### src/rtl/mul_unit_arbiter.sv
// rtl/mul_unit_arbiter.sv - round-robin sharing of one Booth multiplier between INT (RV32M) and FP mantissa paths
module mul_unit_arbiter #(
   parameter int XLEN   = 32,
   parameter int MANT_W = 24
) (
   input  logic                  clk_i,
   input  logic                  rst_i,
   input  logic                  int_req_valid_i,
   output logic                  int_req_ready_o,
   input  logic [1:0]            int_op_i,
   input  logic [XLEN-1:0]       int_a_i,
   input  logic [XLEN-1:0]       int_b_i,
   input  logic                  int_kill_i,
   output logic                  int_rsp_valid_o,
   input  logic                  int_rsp_ready_i,
   output logic [XLEN-1:0]       int_rsp_o,
   input  logic                  fp_req_valid_i,
   output logic                  fp_req_ready_o,
   input  logic [MANT_W-1:0]     fp_a_i,
   input  logic [MANT_W-1:0]     fp_b_i,
   output logic                  fp_rsp_valid_o,
   input  logic                  fp_rsp_ready_i,
   output logic [2*MANT_W-1:0]   fp_rsp_o,
   output logic                  mul_start_o,
   output logic [XLEN-1:0]       mul_a_o,
   output logic [XLEN-1:0]       mul_b_o,
   input  logic                  mul_valid_i,
   input  logic [2*XLEN-1:0]     mul_result_i
);

   typedef enum logic [1:0] {S_IDLE, S_ISSUE, S_WAIT, S_RESPOND} state_t;

   localparam logic SRC_INT = 1'b0;
   localparam logic SRC_FP  = 1'b1;

   localparam logic [1:0] OP_MUL    = 2'b00;
   localparam logic [1:0] OP_MULH   = 2'b01;
   localparam logic [1:0] OP_MULHSU = 2'b10;

   state_t                state_q, state_d;
   logic                  last_grant_q, last_grant_d;
   logic                  src_q, src_d;
   logic [1:0]            op_q, op_d;
   logic [XLEN-1:0]       a_q, a_d;
   logic [XLEN-1:0]       b_q, b_d;
   logic                  killed_q, killed_d;
   logic [XLEN-1:0]       int_rsp_q, int_rsp_d;
   logic [2*MANT_W-1:0]   fp_rsp_q, fp_rsp_d;
   logic                  int_rsp_valid_q, int_rsp_valid_d;
   logic                  fp_rsp_valid_q, fp_rsp_valid_d;

   logic                  grant_int, grant_fp;
   logic                  kill_now;
   logic [XLEN-1:0]       p_hi;
   logic [XLEN-1:0]       int_result;

   assign p_hi = mul_result_i[2*XLEN-1:XLEN];

   // Round-robin grant; a request being killed in the same cycle is not a candidate
   always_comb begin
      grant_int = int_req_valid_i && !int_kill_i && (!fp_req_valid_i || (last_grant_q == SRC_FP));
      grant_fp  = fp_req_valid_i && !grant_int;
   end

   // Signed product corrected into the RV32M result selected by the latched op
   always_comb begin
      int_result = p_hi;
      case (op_q)
         OP_MUL:    int_result = mul_result_i[XLEN-1:0];
         OP_MULH:   int_result = p_hi;
         OP_MULHSU: int_result = p_hi + (b_q[XLEN-1] ? a_q : '0);
         default:   int_result = p_hi + (a_q[XLEN-1] ? b_q : '0) + (b_q[XLEN-1] ? a_q : '0);
      endcase
   end

   // Next-state, latched operands and registered responses
   always_comb begin
      state_d         = state_q;
      last_grant_d    = last_grant_q;
      src_d           = src_q;
      op_d            = op_q;
      a_d             = a_q;
      b_d             = b_q;
      killed_d        = killed_q;
      int_rsp_d       = int_rsp_q;
      fp_rsp_d        = fp_rsp_q;
      int_rsp_valid_d = int_rsp_valid_q;
      fp_rsp_valid_d  = fp_rsp_valid_q;
      int_req_ready_o = 1'b0;
      fp_req_ready_o  = 1'b0;
      kill_now        = (src_q == SRC_INT) && (killed_q || int_kill_i);

      case (state_q)
         S_IDLE: begin
            int_req_ready_o = grant_int;
            fp_req_ready_o  = grant_fp;
            if (grant_int) begin
               src_d        = SRC_INT;
               op_d         = int_op_i;
               a_d          = int_a_i;
               b_d          = int_b_i;
               last_grant_d = SRC_INT;
               killed_d     = 1'b0;
               state_d      = S_ISSUE;
            end else if (grant_fp) begin
               src_d        = SRC_FP;
               op_d         = OP_MUL;
               a_d          = {{(XLEN-MANT_W){1'b0}}, fp_a_i};
               b_d          = {{(XLEN-MANT_W){1'b0}}, fp_b_i};
               last_grant_d = SRC_FP;
               killed_d     = 1'b0;
               state_d      = S_ISSUE;
            end
         end
         S_ISSUE: begin
            killed_d = kill_now;
            state_d  = S_WAIT;
         end
         S_WAIT: begin
            if (mul_valid_i) begin
               killed_d = 1'b0;
               if (kill_now) begin
                  // The multiplier cannot be aborted, so a killed op just drains here
                  state_d = S_IDLE;
               end else begin
                  if (src_q == SRC_INT) begin
                     int_rsp_d       = int_result;
                     int_rsp_valid_d = 1'b1;
                  end else begin
                     fp_rsp_d        = mul_result_i[2*MANT_W-1:0];
                     fp_rsp_valid_d  = 1'b1;
                  end
                  state_d = S_RESPOND;
               end
            end else begin
               killed_d = kill_now;
            end
         end
         default: begin
            if (src_q == SRC_INT) begin
               if (int_kill_i || int_rsp_ready_i) begin
                  int_rsp_valid_d = 1'b0;
                  state_d         = S_IDLE;
               end
            end else if (fp_rsp_ready_i) begin
               fp_rsp_valid_d = 1'b0;
               state_d        = S_IDLE;
            end
         end
      endcase
   end

   // State and datapath registers with synchronous reset
   always_ff @(posedge clk_i) begin
      if (rst_i) begin
         state_q         <= S_IDLE;
         last_grant_q    <= SRC_FP;
         src_q           <= SRC_INT;
         op_q            <= OP_MUL;
         a_q             <= '0;
         b_q             <= '0;
         killed_q        <= 1'b0;
         int_rsp_q       <= '0;
         fp_rsp_q        <= '0;
         int_rsp_valid_q <= 1'b0;
         fp_rsp_valid_q  <= 1'b0;
      end else begin
         state_q         <= state_d;
         last_grant_q    <= last_grant_d;
         src_q           <= src_d;
         op_q            <= op_d;
         a_q             <= a_d;
         b_q             <= b_d;
         killed_q        <= killed_d;
         int_rsp_q       <= int_rsp_d;
         fp_rsp_q        <= fp_rsp_d;
         int_rsp_valid_q <= int_rsp_valid_d;
         fp_rsp_valid_q  <= fp_rsp_valid_d;
      end
   end

   assign mul_start_o     = (state_q == S_ISSUE);
   assign mul_a_o         = a_q;
   assign mul_b_o         = b_q;
   assign int_rsp_valid_o = int_rsp_valid_q;
   assign int_rsp_o       = int_rsp_q;
   assign fp_rsp_valid_o  = fp_rsp_valid_q;
   assign fp_rsp_o        = fp_rsp_q;

endmodule
### config.mk
export PLATFORM = sky130hd
export DESIGN_NAME = mul_unit_arbiter
export DESIGN_NICKNAME = d
export VERILOG_FILES = /design/src/rtl/mul_unit_arbiter.sv
export SDC_FILE = /design/constraint.sdc
export NUM_CORES = 1
export LEC_CHECK = 0
export ABC_AREA = 0
export CAP_MARGIN = 20
export CELL_PAD_IN_SITES_DETAIL_PLACEMENT = 1
export CELL_PAD_IN_SITES_GLOBAL_PLACEMENT = 1
export CORE_MARGIN = 1.5
export CORE_UTILIZATION = 38
export CTS_CLUSTER_SIZE = 10
export DETAILED_ROUTE_END_ITERATION = 6
export PLACE_DENSITY = 0.89
export SETUP_SLACK_MARGIN = 0.15
export SKIP_CTS_REPAIR_TIMING = 1
export SLEW_MARGIN = 15
export SYNTH_ARGS = -nofsm -noshare
export SYNTH_HDL_FRONTEND = slang
export SYNTH_SLANG_ARGS = --single-unit
### constraint.sdc
create_clock -name clk_i -period 7.45 [get_ports clk_i]
set_clock_uncertainty 0.05 [all_clocks]
set_input_delay 1.1175 -clock clk_i [delete_from_list [all_inputs] [get_ports clk_i]]
set_output_delay 1.1175 -clock clk_i [all_outputs]
set_load 0.05 [all_outputs]
==> results.md, run 1 <==
* Layout cells sized above 1 at 5.340%
* Row count at 61
* Clk sinks at 153
* Die X at 171.4 um
* Fin crit period at 5.001 ns
* Post-DP HPWL at 33,510 um
* DRC Markers at 0
* Layout area overhead at 39.00%
* First-pass GRT wire length at 65,460 um
* Synth Flop Type: dfxtp_1
* Sequential area share after synthesis at 28.41%
* Cell Area, Placed at 0.01439 mm^2
* Number of global-route vias before repair at 11,490
* Largest cells by area after synthesis: dfxtp_1 28%, ha_1 7.5%, fa_1 6.1%
* Count of flip-flops with a built-in enable after synthesis at 0
* Top cell type's share of synthesized area at 28.41%
* Max H-tree Level at 4
* Startpoint Class: input port
* CTS tree: done
* Fin nets at 1,844
* Status: finished clean
* Netlist cell types at 75
* VDD IR-drop max at 143.7 uV
* Number of clock buffers inserted by TritonCTS at 17
* Post-Syn Instances at approximately 1,300
* Port Buf Inserts at 334
* Pwr per Cell Area at 232.1 mW/mm^2
* Vias after detailed routing at 11,010
* Initial antenna violation count at 1
* Syn avg cell area at 8.449 um^2
* Initial Util at 38.70%
* DIE HEIGHT at 171.4 um
* Fmax achieved at 0.2000 GHz
* Max-cap violation count at 0
* Setup crit end kind: output pin
* Clock Pin Slew Worst Setup and Hold Paths at 0.07 ns
* Critical Path AT at approximately 3.8 ns
* Full die area at roughly 0.029 mm^2
* Final instance area at 0.01498 mm^2
* Post-synthesis cell area at approximately 0.011 mm^2
* Vias per cell at roughly 5.6
* Worst slew pin tran at 1.000 ns
* GRT Total Usage at a little under 30%
* CP required at about 6.3 ns
* Total gr overflow at 0
* Final setup violation count at 0
* Bufs on Longest Clock Path at 2
* Number of synthesized register bits at approximately 150
* Setup Crit Path Kind: in -> out
* Post-route ant nets at 0
* Most instantiated cells after synthesis: 168 x nand2_1, 153 x dfxtp_1, 124 x a21oi_1
* Share of synthesized flip-flops with an asynchronous set or reset at 0%
* Fin. Hold Viols at 0
* Final slew viol count at 0
* Min-delay worst type: reg -> reg
* Area leader, netlist: dfxtp_1
* Post-DR wirelength/cell at 21.79 um
* RSZ-0062 raised after global routing: no
* Final WL at approximately 43,000 um
* Leak at 5.872 nW
* Core area at 0.02786 mm^2
* Pin count of the biggest net entering global routing at 97
* Cell with the most instances after synthesis: nand2_1
* Yosys warning count at 0
* Worst slew margin at 32.96%
* Insertion delay to the later sink of the worst-skew pair at 0.45 ns
* DR pass1 iterations at 5
* Setup tns final at 0 ns
* Crit Path Max Fanout at 21
* Final period util at between 60 and 70%
* Clk Tree Root Cell: clkbuf_16
* GPL Wtd Cong at 0.9475
* Ports at 335
* Initial drt markers at 597
* Post-Syn Nets at ~1,600
## worst max-delay path, cell delays in order
cell and delay (ns):
clkdlybuf4s50_1 0.49, nor2b_1 0.34, a21boi_4 0.24, and2_1 0.69
clkdlybuf4s50_1 0.94
## power by group
part           switching, mW  leakage [nW]  internal (mW)  total, mW
registers              0.115          1.25          0.943       1.06
clock network          0.421         0.278          0.452      0.873
logic                  0.990          4.35          0.557       1.55
## logic make-up (layout without fill, tap and decap cells)
group,count (synthesis),in the layout,synth area share [%]
AOI/OAI and AO/OA,362,362,22.04
muxes,84,84,9.923
buffers and inverters,101,398,3.552
other,0,1,0
xor gates and xnor gates,54,54,4.387
DFF,153,153,28.41
and+or+nand+nor,424,424,18.01
adders and majority gates,98,98,13.67
## per-stage QoR
stage / hold WS (ns) / util (%) / std cells / power, mW / setup slack, ns
2_1_floorplan: 0.4249 / - / 1276 / 2.026 / 3.241
6_report: 0.4052 / 53.79 / 1952 / 3.478 / 2.449
5_1_grt: 0.4272 / 53.79 / 1952 / 3.645 / 2.302
3_5_place_dp: 0.3994 / 51.66 / 1918 / 2.607 / 2.406
4_1_cts: 0.4097 / 53.71 / 1950 / 3.488 / 2.463
3_3_place_gp: 0.3914 / 51.66 / 1918 / 2.556 / 2.512
## cells in the final DEF (no fill, tap or decap), types with 4 or more instances in the layout
| cell type | instances |
|---|---|
| and3_1 | 5 |
| o21bai_1 | 9 |
| nor2_1 | 111 |
| o21ai_0 | 40 |
| clkdlybuf4s50_1 | 333 |
| nor4_1 | 4 |
| clkbuf_16 | 17 |
| mux4_2 | 18 |
| a211oi_1 | 53 |
| o21ai_1 | 5 |
| buf_4 | 11 |
| inv_6 | 5 |
| a22oi_1 | 18 |
| nand2_1 | 168 |
| and2_1 | 66 |
| a22o_1 | 5 |
| ha_1 | 65 |
| a221oi_1 | 5 |
| mux2i_1 | 63 |
| o21a_1 | 5 |
| nor3_1 | 12 |
| a31oi_1 | 12 |
| nand3_1 | 15 |
| dfxtp_1 | 152 |
| nand2b_1 | 6 |
| inv_1 | 21 |
| nor2b_1 | 12 |
| xor2_1 | 20 |
| o22ai_1 | 6 |
| or3_1 | 7 |
| a21oi_1 | 124 |
| nand4_1 | 7 |
| a21o_1 | 35 |
| xnor2_1 | 34 |
| fa_1 | 33 |
## cell type report
type	instances	area (um^2)
inverters	21	78.83
well taps	378	473.0
clock inverters	13	127.6
diodes	1	2.502
flip-flops and latches	153	3064
clock buffers	19	442.9
fillers	3217	12870
multi-input cells	1022	7360
repair buffers	345	3436
## registers in the layout, summed over array words and instances (netlist names)
register / count
mul_a_o: 32
mul_b_o: 32
op_q: 2
fp_rsp_o: 48
src_q: 1
int_rsp_valid_o: 1
state_q: 2
fp_rsp_valid_o: 1
killed_q: 1
int_rsp_o: 32
last_grant_q: 1
## worst paths after layout
kind                            start                    endpoint  slack [ns]  cells after the start
min          fp_rsp_o[8]$_SDFFE_PP0P_    fp_rsp_o[8]$_SDFFE_PP0P_        0.41                      2
min reg2reg  fp_rsp_o[8]$_SDFFE_PP0P_    fp_rsp_o[8]$_SDFFE_PP0P_        0.41                      2
max reg2reg  mul_a_o[31]$_SDFFE_PP0P_  int_rsp_o[26]$_SDFFE_PP0P_        3.12                     13
max                        int_kill_i             int_req_ready_o        2.45                      5
## metal layers
metal	GRT usage [%]	vias up	wire (um)
li1	-	5133	-
met1	38.52	5358	18780
met2	46.10	447	19310
met3	6.811	71	3267
met4	10.03	0	1167
met5	0	-	0
No activity file was read; power rests on OpenSTA's default activity.
==> run 2, diff against run 1 <==
--- a/config.mk
+++ b/config.mk
@@ -10,10 +10,10 @@
 export CELL_PAD_IN_SITES_DETAIL_PLACEMENT = 1
 export CELL_PAD_IN_SITES_GLOBAL_PLACEMENT = 1
 export CORE_MARGIN = 1.5
-export CORE_UTILIZATION = 38
+export CORE_UTILIZATION = 31
 export CTS_CLUSTER_SIZE = 10
 export DETAILED_ROUTE_END_ITERATION = 6
-export PLACE_DENSITY = 0.89
+export PLACE_DENSITY = 0.78
 export SETUP_SLACK_MARGIN = 0.15
 export SKIP_CTS_REPAIR_TIMING = 1
 export SLEW_MARGIN = 15
==> constraint.sdc (replaced) <==
create_clock -name clk_i -period 4.1 [get_ports clk_i]
set_clock_uncertainty 0.05 [all_clocks]
set_input_delay 0.615 -clock clk_i [delete_from_list [all_inputs] [get_ports clk_i]]
set_output_delay 0.615 -clock clk_i [all_outputs]
set_load 0.05 [all_outputs]
==> run 2 against run 1 <==
Sequential power up 81%. Die area up 22%. Worst hold slack worse by 0.00085 ns. First-iteration DRC count down 14%. Global-route usage down 5.0 points. Design area up 4.8%. Register-to-register slack worse by 2.9 ns. Clock power up 82%. Sequential share of layout area down 0.91 points. Non-clock buffer count up 67. Count of clock-buffer cells in the layout up 2. Largest cell class unchanged. Largest power group unchanged.
==> results.md, run 2 (same netlist as run 1, synthesis figures left out) <==
* Final WL at 43,960 um
* First-pass GRT wire length at 66,380 um
* Row count at 68
* Status: finished clean
* Fin nets at 1,911
* Post-DP HPWL at 35,170 um
* Number of global-route vias before repair at 11,290
* Finished Core Util at between 40 and 50%
* DIE HEIGHT at 189.5 um
* Ports at 335
* Bufs on Longest Clock Path at 2
* Initial drt markers at 511
* CP required at 4.39 ns
* Setup Crit Path Kind: in -> reg
* Pin count of the biggest net entering global routing at 71
* CP max stage delay at 0.56 ns
* Clk Tree Root Cell: clkbuf_16
* Insertion delay to the later sink of the worst-skew pair at roughly 0.45 ns
* Post-route ant nets at 0
* Min-delay worst type: reg -> reg
* Final slew viol count at 0
* Setup crit end kind: flip-flop
* Critical path cell sequence: clkdlybuf4s50_1 > fa_1 > ha_2 > inv_1 > fa_2 > nand2b_4 > a21o_1 > a21o_2 > o21ai_4 > a31o_1 > a211oi_2 > xnor2_1 > mux4_2 > a22o_1
* RSZ-0062 raised after global routing: no
* Post-DR wirelength/cell at 20.93 um
* Pwr per Cell Area at between 400 and 500 mW/mm^2
* Fmax achieved at 0.2591 GHz
* Final period util at 94.12%
* Max-cap violation count at 0
* Commonest cells after routing, fill and taps aside: 332 x clkdlybuf4s50_1, 167 x nand2_1, 151 x dfxtp_1
* Slowest-stage cell, CP: fa_1
* Core area at 0.03437 mm^2
* GRT Total Usage at 24.07%
* Critical Path AT at 4.15 ns
* Commonest non-fill, non-tap cell in the layout: clkdlybuf4s50_1
* Final setup violation count at 0
* Setup tns final at 0 ns
* VDD IR-drop max at 313.9 uV
* Clk sinks at 153
* Die X at 189.5 um
* Number of clock buffers inserted by TritonCTS at 17
* Port Buf Inserts at 334
* Final Total Pwr at 6.421 mW
* DR pass1 iterations at 5
* Initial antenna violation count at 5
* Startpoint Class: input port
* Leak at 6.219 nW
* Layout cells sized above 1 at 10.49%
* Vias after detailed routing at 11,080
* Crit Path Max Fanout at 3
* Largest register FFs at 48
* Clock Pin Slew Worst Setup and Hold Paths at 0.07 ns
* Max H-tree Level at 4
* Total gr overflow at 0
* Initial Util at 31.36%
* CTS tree: done
* Full die area at 0.03590 mm^2
* Fin. Hold Viols at 0
* Layout area overhead at 45.65%
* Worst slew pin tran at approximately 1.0 ns
* Fin crit period at 3.859 ns
* GPL Wtd Cong at 0.9205
* Vias per cell at 5.274
* Worst slew margin at between 30% and 40%
* DRC Markers at 0
[run 2: cell types whose count changed in the layout (fill, tap and decap cells not counted), sizes merged]
cell and delta:
clkinv +1, diode +4, inv -5, bufinv +1, clkbuf +2, clkdlybuf4s50 -1, clkinvlp +1, buf +68
[run 2: metal layers]
| metal | track usage (%) | wire length (um) | vias to the layer above |
|---|---|---|---|
| met5 | 0 | 0 | - |
| met4 | 7.357 | 901 | 0 |
| met3 | 4.263 | 2781 | 47 |
| met2 | 37.05 | 19530 | 383 |
| met1 | 34.04 | 20750 | 5366 |
| li1 | - | - | 5280 |
[run 2: path summary, 6_finish.rpt]
| kind | from | to | slack, ns | cells past startpoint |
|---|---|---|---|---|
| hold / removal | fp_rsp_o[13]$_SDFFE_PP0P_ | fp_rsp_o[13]$_SDFFE_PP0P_ | 0.40 | 2 |
| setup reg to reg | mul_a_o[31]$_SDFFE_PP0P_ | int_rsp_o[29]$_SDFFE_PP0P_ | 0.24 | 15 |
| hold reg to reg | fp_rsp_o[13]$_SDFFE_PP0P_ | fp_rsp_o[13]$_SDFFE_PP0P_ | 0.40 | 2 |
| setup / recovery | mul_result_i[33] | int_rsp_o[29]$_SDFFE_PP0P_ | 0.24 | 14 |
[run 2: through the flow]
step                      instances  hold WS (ns)  worst slack, ns  cell area, um^2
after floorplan                1276        0.4249           0.1536            10780
after global placement         2061        0.3910          -0.2246            15010
after detailed placement       2061        0.3973          -0.3433            15010
after CTS                      2093        0.4070          0.04061            15580
after global routing           2100        0.4237           0.1325            15700
final                          2100        0.4044           0.2412            15700
[run 2: power by group]
group / switching [mW] / leakage [nW] / total [mW] / internal, mW
clock: 0.709 / 0.275 / 1.59 / 0.876
sequential: 0.202 / 1.25 / 1.92 / 1.71
combinational: 1.83 / 4.70 / 2.92 / 1.09
[run 2: worst max-delay path: cells and delay by family]
kind                     cells  cell delay [ns]
AO/OA/AOI/OAI                6             1.11
multiplexers                 1             0.46
buffers and inverters        2             0.53
adder cells (fa/ha/maj)      3             1.16
XOR/XNOR                     1             0.12
AND/OR/NAND/NOR              1             0.15
[run 2: layout make-up]
| cell class | count | area [um^2] |
|---|---|---|
| fillers | 4005 | 18670 |
| multi-input cells | 1022 | 7445 |
| repair buffers | 412 | 3956 |
| flip-flops and latches | 153 | 3068 |
| well taps | 455 | 569.3 |
| clock buffers | 21 | 460.4 |
| clock inverters | 11 | 111.4 |
| inverters | 21 | 78.83 |
| diodes | 5 | 12.51 |
